## config.mk

```make
export PLATFORM = sky130hd
export DESIGN_NAME = parking_request_issuer_flat
export DESIGN_NICKNAME = d
export VERILOG_FILES = /design/src/rtl/parking_pkg.sv /design/src/rtl/parking_request_issuer_if.sv /design/src/rtl/parking_req_fifo.sv /design/src/rtl/parking_request_issuer.sv /design/src/flat_wrapper.sv
export SDC_FILE = /design/constraint.sdc
export NUM_CORES = 1
export LEC_CHECK = 0
export BUFFER_PORTS_ARGS = -buffer_cell sky130_fd_sc_hd__buf_2
export CAP_MARGIN = 25
export CORE_MARGIN = 2
export CORE_UTILIZATION = 30
export CTS_CLUSTER_DIAMETER = 80
export DETAILED_ROUTE_END_ITERATION = 7
export PLACE_DENSITY_LB_ADDON = 0.2
export SLEW_MARGIN = 10
export SYNTH_ARGS = -nofsm -noshare
export SYNTH_HDL_FRONTEND = slang
export SYNTH_SLANG_ARGS = --single-unit
```

## constraint.sdc

```tcl
create_clock -name clock -period 4.9 [get_ports clock]
set_input_delay 0.735 -clock clock [delete_from_list [all_inputs] [get_ports clock]]
set_output_delay 0.735 -clock clock [all_outputs]
set_load 0.01 [all_outputs]
```

## src/rtl/parking_pkg.sv

```systemverilog
`default_nettype none
// ============================================================================
// Module   : parking_pkg
// Purpose  : Shared widths, direction encoding, request record and issuer
//            state encoding for the parking request issuer slice.
// Ports    : none (package)
// Revision : 1.0 - initial release
// ============================================================================
package parking_pkg;

  localparam int PLATE_W = 16;
  localparam int DIGIT_W = 4;
  localparam int BCD_MAX = 9;
  localparam int REQ_W   = PLATE_W + 1;

  localparam logic DIR_IN  = 1'b0;
  localparam logic DIR_OUT = 1'b1;

  typedef enum logic [1:0] {
    IDLE      = 2'd0,
    ISSUE     = 2'd1,
    WAIT_BUSY = 2'd2,
    WAIT_IDLE = 2'd3
  } issuer_state_t;

  // One queued request: direction in the MSB, BCD plate below it.
  typedef struct packed {
    logic               dir;
    logic [PLATE_W-1:0] plate;
  } req_t;

endpackage
`default_nettype wire

```

## src/rtl/parking_request_issuer_if.sv

```systemverilog
`default_nettype none
// ============================================================================
// Module   : parking_request_issuer_if
// Purpose  : Request bus between the issuer and the parking lot core.
// Signals  : license_plate[15:0], in_mode, out_mode  (issuer -> core)
//            core_busy, full_suv, full_sedan          (core -> issuer)
// Modports : master (issuer side), slave (core side)
// Revision : 1.0 - initial release
// ============================================================================
interface parking_request_issuer_if;

  logic [parking_pkg::PLATE_W-1:0] license_plate;
  logic                            in_mode;
  logic                            out_mode;
  logic                            core_busy;
  logic                            full_suv;
  logic                            full_sedan;

  modport master (
    output license_plate, in_mode, out_mode,
    input  core_busy, full_suv, full_sedan
  );

  modport slave (
    input  license_plate, in_mode, out_mode,
    output core_busy, full_suv, full_sedan
  );

endinterface
`default_nettype wire

```

## src/rtl/parking_req_fifo.sv

```systemverilog
`default_nettype none
// ============================================================================
// Module   : parking_req_fifo
// Purpose  : Synchronous FIFO of {dir, plate} requests with occupancy count,
//            simultaneous push/pop and an associative match against all
//            currently valid entries.
// Ports    : clock, reset (async, active-low)
//            push, push_data        - write side
//            pop, head              - read side (head is show-ahead)
//            count, full, empty     - occupancy status
//            match_data, match      - 1 when match_data equals a valid entry
// Params   : FIFO_DEPTH (power of 2, 2..8)
// Revision : 1.0 - initial release
// ============================================================================
module parking_req_fifo
  import parking_pkg::*;
#(
  parameter int FIFO_DEPTH = 4
) (
  input  logic       clock,
  input  logic       reset,
  input  logic       push,
  input  req_t       push_data,
  input  logic       pop,
  output req_t       head,
  output logic [3:0] count,
  output logic       full,
  output logic       empty,
  input  req_t       match_data,
  output logic       match
);

  localparam int AW = $clog2(FIFO_DEPTH);

  req_t                  r_mem [FIFO_DEPTH];
  logic [AW-1:0]         r_wr_ptr;
  logic [AW-1:0]         r_rd_ptr;
  logic [3:0]            r_count;
  logic [FIFO_DEPTH-1:0] r_valid;

  logic                  w_push_ok;
  logic                  w_pop_ok;
  logic [FIFO_DEPTH-1:0] w_valid_next;
  logic [FIFO_DEPTH-1:0] w_hit;

  assign empty     = (r_count == 4'd0);
  assign full      = (r_count == 4'(FIFO_DEPTH));
  assign w_pop_ok  = pop && !empty;
  assign w_push_ok = push && (!full || w_pop_ok);
  assign head      = r_mem[r_rd_ptr];
  assign count     = r_count;

  // Per-slot valid bits; clear-then-set so a push into the slot being popped
  // (full FIFO with simultaneous push/pop) leaves the slot valid.
  always_comb begin
    w_valid_next = r_valid;
    if (w_pop_ok)  w_valid_next[r_rd_ptr] = 1'b0;
    if (w_push_ok) w_valid_next[r_wr_ptr] = 1'b1;
  end

  always_ff @(posedge clock or negedge reset) begin
    if (!reset) begin
      r_wr_ptr <= '0;
      r_rd_ptr <= '0;
      r_count  <= '0;
      r_valid  <= '0;
      for (int i = 0; i < FIFO_DEPTH; i++) r_mem[i] <= '0;
    end else begin
      if (w_push_ok) begin
        r_mem[r_wr_ptr] <= push_data;
        r_wr_ptr        <= r_wr_ptr + AW'(1);
      end
      if (w_pop_ok) r_rd_ptr <= r_rd_ptr + AW'(1);
      case ({w_push_ok, w_pop_ok})
        2'b10:   r_count <= r_count + 4'd1;
        2'b01:   r_count <= r_count - 4'd1;
        default: r_count <= r_count;
      endcase
      r_valid <= w_valid_next;
    end
  end

  for (genvar gi = 0; gi < FIFO_DEPTH; gi++) begin : g_match
    assign w_hit[gi] = r_valid[gi] && (r_mem[gi] == match_data);
  end

  assign match = |w_hit;

endmodule
`default_nettype wire

```

## src/rtl/parking_request_issuer.sv

```systemverilog
`default_nettype none
// ============================================================================
// Module   : parking_request_issuer
// Purpose  : Assembles a 4-digit BCD plate from keypad strobes, queues
//            entry/exit requests and issues each one to the lot core as a
//            one-cycle in_mode/out_mode pulse while the core is idle.
// Ports    : clock, reset (async, active-low)
//            digit[3:0], digit_valid, clear_key, enter_key, exit_key - keypad
//            core (parking_request_issuer_if.master) - request bus to core
//            plate_ready, queue_count[3:0]           - status
//            req_dropped, digit_error, timeout_err   - one-cycle event pulses
// Params   : FIFO_DEPTH (power of 2, 2..8), TIMEOUT (>= 2)
// Macro    : REQ_DEDUP_EN - reject pushes identical to a queued request
// Revision : 1.0 - initial release
// ============================================================================
module parking_request_issuer
  import parking_pkg::*;
#(
  parameter int FIFO_DEPTH = 4,
  parameter int TIMEOUT    = 64
) (
  input  logic                   clock,
  input  logic                   reset,
  input  logic [DIGIT_W-1:0]     digit,
  input  logic                   digit_valid,
  input  logic                   clear_key,
  input  logic                   enter_key,
  input  logic                   exit_key,
  parking_request_issuer_if.master core,
  output logic                   plate_ready,
  output logic [3:0]             queue_count,
  output logic                   req_dropped,
  output logic                   digit_error,
  output logic                   timeout_err
);

  localparam int TW = $clog2(TIMEOUT);

  // ---------------- plate assembler ----------------
  logic [PLATE_W-1:0] r_plate_buf;
  logic [2:0]         r_digit_cnt;
  logic               r_req_dropped;
  logic               r_digit_error;

  logic [PLATE_W-1:0] w_buf_next;
  logic [2:0]         w_cnt_next;
  logic               w_push;
  logic               w_dropped;
  logic               w_derr;
  logic               w_plate_full;
  logic               w_dup;
  req_t               w_push_data;

  // ---------------- FIFO ----------------
  req_t               w_head;
  logic [3:0]         w_fifo_count;
  logic               w_fifo_full;
  logic               w_fifo_empty;
  logic               w_fifo_match;
  logic               w_pop;

  // ---------------- issuer FSM ----------------
  issuer_state_t      r_state;
  issuer_state_t      w_state_next;
  logic [TW-1:0]      r_timer;
  logic [TW-1:0]      w_timer_next;
  logic [TW-1:0]      w_timer_inc;
  logic               r_in_mode;
  logic               r_out_mode;
  logic [PLATE_W-1:0] r_plate_out;
  logic               r_timeout_err;
  logic               w_in_next;
  logic               w_out_next;
  logic [PLATE_W-1:0] w_plate_next;
  logic               w_to_next;

  assign w_plate_full      = (r_digit_cnt == 3'd4);
  assign w_push_data.dir   = exit_key ? DIR_OUT : DIR_IN;
  assign w_push_data.plate = r_plate_buf;

`ifdef REQ_DEDUP_EN
  assign w_dup = w_fifo_match;
`else
  logic w_unused_match;
  assign w_dup          = 1'b0;
  assign w_unused_match = w_fifo_match;
`endif

  // Priority: clear > enter/exit > digit.
  always_comb begin
    w_buf_next = r_plate_buf;
    w_cnt_next = r_digit_cnt;
    w_push     = 1'b0;
    w_dropped  = 1'b0;
    w_derr     = 1'b0;
    if (clear_key) begin
      w_buf_next = '0;
      w_cnt_next = '0;
    end else if (enter_key || exit_key) begin
      if (enter_key && exit_key) begin
        // Ambiguous key chord: discard the plate as well as the request.
        w_dropped  = 1'b1;
        w_buf_next = '0;
        w_cnt_next = '0;
      end else if (!w_plate_full || (r_plate_buf == '0) || w_fifo_full ||
                   (enter_key && core.full_suv && core.full_sedan)) begin
        w_dropped = 1'b1;
      end else if (w_dup) begin
        w_dropped  = 1'b1;
        w_buf_next = '0;
        w_cnt_next = '0;
      end else begin
        w_push     = 1'b1;
        w_buf_next = '0;
        w_cnt_next = '0;
      end
    end else if (digit_valid) begin
      if ((digit > DIGIT_W'(BCD_MAX)) || w_plate_full) begin
        w_derr = 1'b1;
      end else begin
        w_buf_next = {r_plate_buf[PLATE_W-DIGIT_W-1:0], digit};
        w_cnt_next = r_digit_cnt + 3'd1;
      end
    end
  end

  always_ff @(posedge clock or negedge reset) begin
    if (!reset) begin
      r_plate_buf   <= '0;
      r_digit_cnt   <= '0;
      r_req_dropped <= 1'b0;
      r_digit_error <= 1'b0;
    end else begin
      r_plate_buf   <= w_buf_next;
      r_digit_cnt   <= w_cnt_next;
      r_req_dropped <= w_dropped;
      r_digit_error <= w_derr;
    end
  end

  parking_req_fifo #(
    .FIFO_DEPTH (FIFO_DEPTH)
  ) u_fifo (
    .clock      (clock),
    .reset      (reset),
    .push       (w_push),
    .push_data  (w_push_data),
    .pop        (w_pop),
    .head       (w_head),
    .count      (w_fifo_count),
    .full       (w_fifo_full),
    .empty      (w_fifo_empty),
    .match_data (w_push_data),
    .match      (w_fifo_match)
  );

  // The timer holds cycles spent in WAIT_BUSY; the abandon fires on the edge
  // at which it would reach TIMEOUT-1, which lands TIMEOUT cycles after the
  // start of the request pulse.
  assign w_timer_inc = r_timer + TW'(1);

  always_comb begin
    w_state_next = r_state;
    w_timer_next = r_timer;
    w_in_next    = 1'b0;
    w_out_next   = 1'b0;
    w_plate_next = '0;
    w_to_next    = 1'b0;
    w_pop        = 1'b0;
    case (r_state)
      IDLE: begin
        if (!w_fifo_empty && !core.core_busy) begin
          w_pop        = 1'b1;
          w_in_next    = (w_head.dir == DIR_IN);
          w_out_next   = (w_head.dir == DIR_OUT);
          w_plate_next = w_head.plate;
          w_state_next = ISSUE;
        end
      end
      ISSUE: begin
        w_timer_next = '0;
        w_state_next = WAIT_BUSY;
      end
      WAIT_BUSY: begin
        if (core.core_busy) begin
          w_state_next = WAIT_IDLE;
        end else if (w_timer_inc == TW'(TIMEOUT - 1)) begin
          w_to_next    = 1'b1;
          w_timer_next = w_timer_inc;
          w_state_next = IDLE;
        end else begin
          w_timer_next = w_timer_inc;
        end
      end
      WAIT_IDLE: begin
        if (!core.core_busy) w_state_next = IDLE;
      end
      default: w_state_next = IDLE;
    endcase
  end

  always_ff @(posedge clock or negedge reset) begin
    if (!reset) begin
      r_state       <= IDLE;
      r_timer       <= '0;
      r_in_mode     <= 1'b0;
      r_out_mode    <= 1'b0;
      r_plate_out   <= '0;
      r_timeout_err <= 1'b0;
    end else begin
      r_state       <= w_state_next;
      r_timer       <= w_timer_next;
      r_in_mode     <= w_in_next;
      r_out_mode    <= w_out_next;
      r_plate_out   <= w_plate_next;
      r_timeout_err <= w_to_next;
    end
  end

  assign core.license_plate = r_plate_out;
  assign core.in_mode       = r_in_mode;
  assign core.out_mode      = r_out_mode;
  assign plate_ready        = w_plate_full;
  assign queue_count        = w_fifo_count;
  assign req_dropped        = r_req_dropped;
  assign digit_error        = r_digit_error;
  assign timeout_err        = r_timeout_err;

endmodule
`default_nettype wire

```

## src/flat_wrapper.sv

```systemverilog
// flat-port wrapper written by rule: the top's interface ports become plain ports
module parking_request_issuer_flat import parking_pkg::*;
#(
  parameter int FIFO_DEPTH = 4,
  parameter int TIMEOUT    = 64
)
  (clock, reset, digit, digit_valid, clear_key, enter_key, exit_key, plate_ready, queue_count, req_dropped, digit_error, timeout_err, core_license_plate, core_in_mode, core_out_mode, core_core_busy, core_full_suv, core_full_sedan);
  parking_request_issuer_if core_i ();
  input  logic clock;
  input  logic reset;
  input  logic [DIGIT_W-1:0] digit;
  input  logic digit_valid;
  input  logic clear_key;
  input  logic enter_key;
  input  logic exit_key;
  output logic plate_ready;
  output logic [3:0] queue_count;
  output logic req_dropped;
  output logic digit_error;
  output logic timeout_err;
  output wire logic [$bits(core_i.license_plate)-1:0] core_license_plate;
  output wire logic [$bits(core_i.in_mode)-1:0] core_in_mode;
  output wire logic [$bits(core_i.out_mode)-1:0] core_out_mode;
  input wire logic [$bits(core_i.core_busy)-1:0] core_core_busy;
  input wire logic [$bits(core_i.full_suv)-1:0] core_full_suv;
  input wire logic [$bits(core_i.full_sedan)-1:0] core_full_sedan;
  assign core_license_plate = core_i.license_plate;
  assign core_in_mode = core_i.in_mode;
  assign core_out_mode = core_i.out_mode;
  assign core_i.core_busy = core_core_busy;
  assign core_i.full_suv = core_full_suv;
  assign core_i.full_sedan = core_full_sedan;
  parking_request_issuer #(.FIFO_DEPTH(FIFO_DEPTH), .TIMEOUT(TIMEOUT)) u_core (.clock(clock), .reset(reset), .digit(digit), .digit_valid(digit_valid), .clear_key(clear_key), .enter_key(enter_key), .exit_key(exit_key), .core(core_i), .plate_ready(plate_ready), .queue_count(queue_count), .req_dropped(req_dropped), .digit_error(digit_error), .timeout_err(timeout_err));
endmodule
```

==> flow_metrics.tcl, run 1 <==
set metrics [dict create \
    ctsHoldBuffers 0 \
    grt_pass1_wl_mm 19.0 \
    p_switching_mw 0.740 \
    worstPathMaxFanout 7 \
    firstDrtPassIters 4 \
    core_um2 18600 \
    arrival_ns 3.46 \
    period_share 0.646 \
    max_freq_mhz 316 \
    powerDensity_nw_per_um2 416 \
    synth_edf_count 0 \
    slew_headroom 0.329 \
    seq_area_frac_synth 0.545 \
    diodes 0 \
    dieArea_um2 20100 \
    cp_cell_sequence "inv_1 > ha_1 > nand2_1 > a311oi_2 > and2_1 > nand3_1 > ha_1 > xor2_1 > ha_1 > a21oi_1 > xor2_1 > nor2_1 > xor2_1" \
    initial_core_util 0.306 \
    swShare 0.267 \
    regArea_um2 3100 \
    rsz0062_at_grt "false" \
    drtIter0Drc 122 \
    cpLargestDelayFamily "simple AND/OR/NAND/NOR gates" \
    cts.sinks 124 \
    ys_warn_count 0 \
    ctsHtreeMaxLevel 4 \
    p_seq_frac 0.428 \
    gr-usage-all-layers 0.125 \
    outcome "complete, no violations" \
    synth_nets 410 \
    startpoint "u_core.r_digit_cnt[0]" \
    fin_nets 454 \
    area_growth_syn_to_layout_pct 17.0 \
    path_clk_slew_ns 0.06 \
    gp_congestion 0.783 \
    ios 39 \
    syn_area_um2 5700 \
    fin_skew_ns 0.00866 \
    end_kind "flip-flop" \
    drv_slew 0 \
    slowest_delay_ns 0.51 \
    dp.final_hpwl_mm 7.31 \
    cts_setup_buffers 0 \
    cts_tree "done" \
    cp.required_ns 5.19 \
    hold_violations 0 \
    dpl_cell_area_um2 6090 \
    criticalPathCategory "flip-flop to flip-flop" \
    hold_path_class "primary input to asynchronous set/reset pin" \
    comb_power_share 0.123 \
    via_count 3285 \
    synthFlopType "dfrtp_1" \
    ant_nets 0 \
    p_int_mw 2.03 \
    grt_pass1_vias 3435 \
    setup_viol 0 \
    crit_buf_inv 1 \
    grt_max_degree 51 \
    wl_per_cell_um 17.3 \
    design_area_um2 6670 \
    multi_input_area_um2 2410 \
    cts_resized 0 \
    synth-seq-cells 124 \
    cts_buffer_depth 2 \
    fp.dieW_um 142 \
    clkPwrFrac 0.449 \
    drv_cap 0 \
    cp-start-kind "flip-flop" \
    numCtsBuffers 17 \
    fp-row-count 50 \
    cts-root-buf "clkbuf_16" \
    ys_async_sr_fraction 1.00 \
    syn_avg_cell_area_um2 14.8 \
    vdd_drop_max_mv 0.232 \
    slowest_stage "and2_1" \
    via_per_inst 4.88 \
    ys_types 42 \
    drive_above_1_share 0.376 \
    die_h_um 142 \
    grt-ovfl-total 0 \
    min_period_ns 3.17 \
    num-fill-cells 1799 \
    syn_inst 384 \
    portBuffers 38 \
    p_leak_nw 3.40 \
    total_power_mw 2.77 \
    finalSetupTns_ns 0 \
    tightestPinTransition_ns 1.01 \
    route.detailed.drc 0 \
    finalWirelength_mm 11.7 \
    reg2reg_from "u_core.r_digit_cnt[0]" \
    antenna_found_initial 0 \
    clock_latency_ns 0.41 \
]
==> final cells by class <==
| class | instances | area share |
|---|---|---|
| inverter | 15 | 0.00844 |
| clock inverter | 8 | 0.0178 |
| clock buffer | 22 | 0.0681 |
| timing repair buffer | 43 | 0.0345 |
| multi-input combinational | 227 | 0.362 |
| tap | 234 | 0.0439 |
| sequential | 124 | 0.465 |
==> state kept, by name, summed over array words and instances, names as in the netlist <==
signal / flops
u_core.u_fifo.r_wr_ptr: 2
u_core.r_plate_buf: 16
u_core.u_fifo.count: 4
u_core.core.in_mode: 1
u_core.digit_error: 1
u_core.core.out_mode: 1
u_core.u_fifo.r_mem: 68
u_core.req_dropped: 1
u_core.u_fifo.r_rd_ptr: 2
u_core.core.license_plate: 16
u_core.r_state: 2
u_core.r_digit_cnt: 3
u_core.timeout_err: 1
u_core.r_timer: 6
==> kinds of logic (layout without fill, tap and decap cells) <==
logic type,Yosys count,count (layout),share of synthesized area
multiplexers,88,88,0.234
AO/OA/AOI/OAI,47,47,0.0626
XOR/XNOR,10,10,0.0154
adder cells (fa/ha/maj),13,13,0.0285
AND/OR/NAND/NOR,69,69,0.0832
flip-flops,124,124,0.545
buffers and inverters,33,88,0.0318
==> final timing paths <==
kind,endpoint,slack (ns),cells past startpoint
worst max-delay path,u_core.u_fifo.count[2],1.73,13
worst min register to register,u_core.u_fifo.r_rd_ptr[0],0.47,1
min in group clock,u_core.u_fifo.r_rd_ptr[0],0.47,1
max in group asynchronous,u_core.u_fifo.r_mem[33],3.63,2
worst min-delay path,u_core.core.license_plate[11],0.25,1
worst max register to register,u_core.u_fifo.count[2],1.73,13
==> cell usage in the layout, fill, tap and decap left out, drive strengths merged, types with 2 or more instances in the layout <==
cell | synthesis | layout
o21ai | 8 | 8
xnor2 | 5 | 5
and2 | 18 | 18
inv | 15 | 15
nand4b | 4 | 4
nor4 | 7 | 7
nor2 | 7 | 7
nand2b | 2 | 2
a22o | 17 | 17
a21oi | 10 | 10
mux2 | 71 | 71
mux4 | 17 | 17
nand4 | 4 | 4
ha | 13 | 13
a31oi | 2 | 2
nand2 | 8 | 8
nor4b | 2 | 2
or2 | 2 | 2
clkinv | 0 | 5
dfrtp | 124 | 124
nor3 | 5 | 5
clkbuf | 7 | 22
bufinv | 0 | 3
xor2 | 5 | 5
buf | 11 | 43
o32ai | 2 | 2
nand3 | 5 | 5
o211ai | 3 | 3
==> power by group through the flow <==
stage,combinational (mW),sequential (mW),clock [mW]
finish,0.342,1.19,1.24
global route,0.389,1.20,1.33
CTS,0.354,1.19,1.28
detailed placement,0.353,1.20,0
global placement,0.350,1.20,0
floorplan,0.297,1.14,0
==> routing by layer <==
metal / track usage / wire length [um] / vias to the layer above
li1: - / - / 1505
met1: 0.170 / 5710 / 1705
met2: 0.190 / 5390 / 60
met3: 0.0327 / 343 / 15
met4: 0.0521 / 198 / 0
met5: 0 / 0 / -
==> stage by stage <==
stage / hold WS (ns) / setup WS (ns) / util / cells
after detailed placement: 0.468 / 1.46 / 0.327 / 642
final: 0.255 / 1.73 / 0.358 / 673
after global placement: 0.470 / 1.53 / 0.327 / 642
after CTS: 0.257 / 1.73 / 0.357 / 672
after global routing: 0.271 / 1.46 / 0.358 / 673
after floorplan: 0.439 / 1.84 / - / 384
==> cells in the mapped netlist (5+ instances only) <==
| master | count | area share |
|---|---|---|
| mux2_2 | 30 | 0.059 |
| nor3_1 | 5 | 0.0044 |
| and2_1 | 18 | 0.020 |
| nor4_1 | 7 | 0.0077 |
| o21ai_0 | 8 | 0.0070 |
| dfrtp_1 | 124 | 0.54 |
| a22o_1 | 17 | 0.026 |
| clkbuf_1 | 7 | 0.0046 |
| mux4_2 | 17 | 0.067 |
| ha_1 | 13 | 0.029 |
| inv_1 | 15 | 0.0099 |
| nand3_1 | 5 | 0.0044 |
| nand2_1 | 8 | 0.0053 |
| xnor2_1 | 5 | 0.0077 |
| buf_6 | 7 | 0.014 |
| xor2_1 | 5 | 0.0077 |
| mux2_4 | 40 | 0.11 |
| nor2_1 | 7 | 0.0046 |
| a21oi_1 | 10 | 0.0088 |
(Power assumes the default switching activity.)
==> inputs of run 2 (changes only) <==
==> constraint.sdc (replaced) <==
create_clock -name clock -period 3.15 [get_ports clock]
set_input_delay 0.4725 -clock clock [delete_from_list [all_inputs] [get_ports clock]]
set_output_delay 0.4725 -clock clock [all_outputs]
set_load 0.01 [all_outputs]
==> flow_metrics.tcl, run 2 (synthesis results as in run 1) <==
set metrics [dict create \
    grt_max_degree 53 \
    cts.sinks 124 \
    wl_per_cell_um 17.2 \
    finalSetupTns_ns 0 \
    via_per_inst 4.82 \
    clock_latency_ns 0.42 \
    dpl_cell_area_um2 6140 \
    drv_slew 0 \
    numCtsBuffers 17 \
    pre_cts_ws_ns 0.415 \
    slew_headroom 0.334 \
    mostFrequentLayoutCell "dfrtp_1" \
    cts-root-buf "clkbuf_16" \
    tightestPinTransition_ns 0.999 \
    hold_violations 0 \
    vdd_drop_max_mv 0.374 \
    end_kind "flip-flop" \
    cts_setup_buffers 0 \
    portBuffers 38 \
    criticalPathCategory "flip-flop to flip-flop" \
    fin_skew_ns 0.0124 \
    setup_ws_ns 0.439 \
    hold_path_class "primary input to asynchronous set/reset pin" \
    largest_reg_flops 68 \
    cp-start-kind "flip-flop" \
    die_h_um 142 \
    fin_cells 677 \
    drive_above_1_share 0.388 \
    gr-usage-all-layers 0.129 \
    drtIter0Drc 124 \
    outcome "complete, no violations" \
    via_count 3263 \
    regMostFlops "u_core.u_fifo.r_mem" \
    period_share 0.861 \
    diodes 0 \
    path_clk_slew_ns 0.06 \
    worstPathMaxFanout 5 \
    grt_pass1_wl_mm 19.6 \
    initial_core_util 0.306 \
    cts_resized 0 \
    setup_viol 0 \
    grt-ovfl-total 0 \
    arrival_ns 3.01 \
    placed_cells 645 \
    dieArea_um2 20100 \
    firstDrtPassIters 4 \
    max_freq_mhz 369 \
    cp.required_ns 3.45 \
    grt_pass1_vias 3506 \
    cts_buffer_depth 2 \
    num-fill-cells 1820 \
    ctsHtreeMaxLevel 4 \
    cts_tree "done" \
    fp.dieW_um 142 \
    finalWirelength_mm 11.6 \
    ctsHoldBuffers 0 \
    p_leak_nw 3.39 \
    ios 39 \
    gp_congestion 0.775 \
    rsz0062_at_grt "false" \
    antenna_found_initial 0 \
    fp-row-count 50 \
    area_growth_syn_to_layout_pct 17.3 \
    min_period_ns 2.71 \
    fin_nets 456 \
    design_area_um2 6690 \
    route.detailed.drc 0 \
    layout_common_cells "dfrtp_1 (124), mux2_4 (40), buf_2 (37), mux2_2 (30), and2_1 (18)" \
    core_um2 18600 \
    powerDensity_nw_per_um2 627 \
    dp.final_hpwl_mm 7.40 \
    ant_nets 0 \
    drv_cap 0 \
]
run 2: changes by cell type in the layout (fill, tap and decap cells not counted):
cell | before | now
bufinv_16 | 3 | 0
buf_12 | 0 | 2
clkbuf_1 | 4 | 1
clkbuf_8 | 1 | 4
clkinvlp_4 | 0 | 5
run 2: worst paths after layout:
path	from	end	slack [ns]	cells past startpoint
hold reg to reg	u_core.u_fifo.r_mem[33]	u_core.u_fifo.r_mem[33]	0.50	1
setup reg to reg	u_core.r_digit_cnt[0]	u_core.u_fifo.count[2]	0.44	13
min in group clock	digit_valid	u_core.digit_error	0.28	3
max in group asynchronous	reset	u_core.u_fifo.r_mem[58]	2.25	2
hold / removal	reset	u_core.core.license_plate[5]	0.08	1
setup / recovery	u_core.r_digit_cnt[0]	u_core.u_fifo.count[2]	0.44	13
run 2: final cells by class:
type | count | area, um2 | share of cell area
flip-flops and latches | 124 | 3100 | 0.464
multi-input cells | 227 | 2410 | 0.361
clock buffers | 22 | 484 | 0.0724
well taps | 234 | 293 | 0.0438
repair buffers | 45 | 270 | 0.0404
clock inverters | 10 | 66.3 | 0.00992
inverters | 15 | 56.3 | 0.00842
run 2: routing by layer:
metal	vias up	part of all wire	track usage
met5	-	0	0
met4	0	0.019	0.0553
met3	16	0.032	0.0324
met2	58	0.46	0.190
met1	1689	0.49	0.180
li1	1500	-	-
run 2: worst max-delay path, stage by stage, from the launching register on:
cell	delay (ns)
dfrtp_1	0.38
inv_1	0.09
ha_1	0.17
nand2_1	0.11
a311oi_2	0.28
and2_1	0.18
nand3_1	0.19
ha_1	0.33
xor2_1	0.17
ha_1	0.19
a21oi_1	0.15
xor2_1	0.16
nor2_1	0.06
xor2_1	0.14
run 2: stage by stage:
step                hold slack, ns  utilization  power (mW)
detailed placement           0.490        0.329        2.45
finish                      0.0818        0.359        4.19
floorplan                    0.177            -        2.23
global route                 0.113        0.359        4.42
global placement             0.484        0.329        2.45
CTS                         0.0959        0.359        4.26
run 2: power by group:
part / switching (mW) / internal, mW
clock network: 0.703 / 1.08
logic: 0.270 / 0.262
registers: 0.207 / 1.67
==> inputs of run 3 (changes only) <==
--- a/config.mk
+++ b/config.mk
@@ -15,4 +15,5 @@
 export SLEW_MARGIN = 10
 export SYNTH_ARGS = -nofsm -noshare
 export SYNTH_HDL_FRONTEND = slang
+export SYNTH_HIERARCHICAL = 1
 export SYNTH_SLANG_ARGS = --single-unit
==> flow_metrics.tcl, run 3 <==
set metrics [dict create \
    grt_max_degree 60 \
    outcome "complete, no violations" \
    ios 39 \
    hold_path_class "primary input to asynchronous set/reset pin" \
    syn_avg_cell_area_um2 13.6 \
    die_h_um 145 \
    worstPathMaxFanout 5 \
    syn_area_um2 5990 \
    gp_congestion 0.757 \
    antenna_found_initial 0 \
    mostFrequentLayoutCell "dfrtp_1" \
    vdd_drop_max_mv 0.424 \
    ys_warn_count 6 \
    min_period_ns 2.86 \
    via_per_inst 4.73 \
    cts_tree "done" \
    period_share 0.909 \
    gr-usage-all-layers 0.134 \
    drv_slew 0 \
    wl_per_cell_um 17.2 \
    end_kind "flip-flop" \
    ant_nets 0 \
    clock_latency_ns 0.41 \
    drive_above_1_share 0.380 \
    dp.final_hpwl_mm 8.31 \
    cp.required_ns 3.44 \
    core_um2 19500 \
    grt-ovfl-total 0 \
    criticalPathCategory "flip-flop to flip-flop" \
    route.detailed.drc 0 \
    pre_cts_ws_ns 0.236 \
    cts_buffer_depth 2 \
    fin_nets 511 \
    via_count 3608 \
    syn_inst 439 \
    numCtsBuffers 17 \
    cts-root-buf "clkbuf_16" \
    drtIter0Drc 256 \
    grt_pass1_vias 3931 \
    ctsHtreeMaxLevel 4 \
    cts_setup_buffers 0 \
    diodes 0 \
    portBuffers 38 \
    arrival_ns 3.16 \
    setup_ws_ns 0.286 \
    slew_headroom 0.515 \
    dieArea_um2 21100 \
    tightestPinTransition_ns 0.727 \
    setup_viol 0 \
    finalSetupTns_ns 0 \
    max_freq_mhz 349 \
    cts.sinks 124 \
    layout_common_cells "dfrtp_1 (124), buf_2 (37), mux2_4 (36), mux2_2 (33), inv_1 (27)" \
    cp-start-kind "flip-flop" \
    fp-row-count 51 \
    largest_reg_flops 68 \
    rsz0062_at_grt "false" \
    path_clk_slew_ns 0.05 \
    fp.dieW_um 145 \
    p_leak_nw 3.35 \
    grt_pass1_wl_mm 22.1 \
    firstDrtPassIters 4 \
    synth_nets 464 \
    fin_skew_ns 0.00665 \
    area_growth_syn_to_layout_pct 17.7 \
    powerDensity_nw_per_um2 645 \
    regMostFlops "u_core/u_fifo/r_mem" \
    hold_violations 0 \
    drv_cap 0 \
    initial_core_util 0.307 \
    finalWirelength_mm 13.1 \
]
[run 3: repair_timing]
item / 4_1_cts / 5_1_grt
hold buffers: 0 / 0
gates resized for setup: 0 / 1
setup endpoints to repair: 0 / 1
[run 3: layer usage]
layer  global-route usage  part of all wire  vias up
li1                     -                 -     1662
met1                0.172              0.46     1871
met2                0.217              0.49       56
met3               0.0349             0.033       19
met4               0.0510             0.022        0
met5                    0                 0        -
[run 3: critical path, stage by stage, from the launching register on]
cell,delay (ns)
dfrtp_1,0.39
inv_1,0.10
ha_1,0.17
nand2_2,0.05
a311o_1,0.35
nor4_2,0.23
buf_4,0.15
o21a_1,0.12
inv_1,0.06
ha_1,0.26
xor2_1,0.16
ha_1,0.19
a21oi_1,0.14
xor2_1,0.16
nor2_1,0.06
xor2_1,0.14
[run 3: path summary, 6_finish.rpt]
path | startpoint | endpoint | slack, ns | depth (start not counted)
min in group clock | clear_key | u_core/req_dropped | 0.30 | 2
setup reg to reg | u_core/r_digit_cnt[1] | u_core/u_fifo/count[2] | 0.29 | 15
hold / removal | reset | u_core/core.license_plate[15] | 0.05 | 1
hold reg to reg | u_core/u_fifo/r_mem[21] | u_core/u_fifo/r_mem[21] | 0.50 | 1
setup / recovery | u_core/r_digit_cnt[1] | u_core/u_fifo/count[2] | 0.29 | 15
max in group asynchronous | reset | u_core/u_fifo/r_mem[3] | 2.31 | 2
[run 3: per-stage QoR]
stage,instances,utilization,hold WS (ns),total power [mW],instance area (um2)
floorplan,439,-,0.177,2.29,5990
global placement,732,0.329,0.483,2.55,6430
detailed placement,732,0.329,0.490,2.58,6430
CTS,763,0.361,0.0703,4.62,7050
global route,763,0.361,0.0903,4.79,7050
finish,763,0.361,0.0532,4.55,7050
[run 3: report_power, final]
part	switching [mW]	internal [mW]
Combinational	0.429	0.306
Clock	0.679	1.34
Sequential	0.118	1.67
Total	1.23	3.32
[run 3: final cells by class]
class / count / area [um2]
multi-input cells: 263 / 2590
clock inverters: 6 / 108
inverters: 28 / 105
flip-flops and latches: 124 / 3100
fillers: 1916 / 12500
clock buffers: 25 / 505
well taps: 265 / 332
repair buffers: 52 / 310
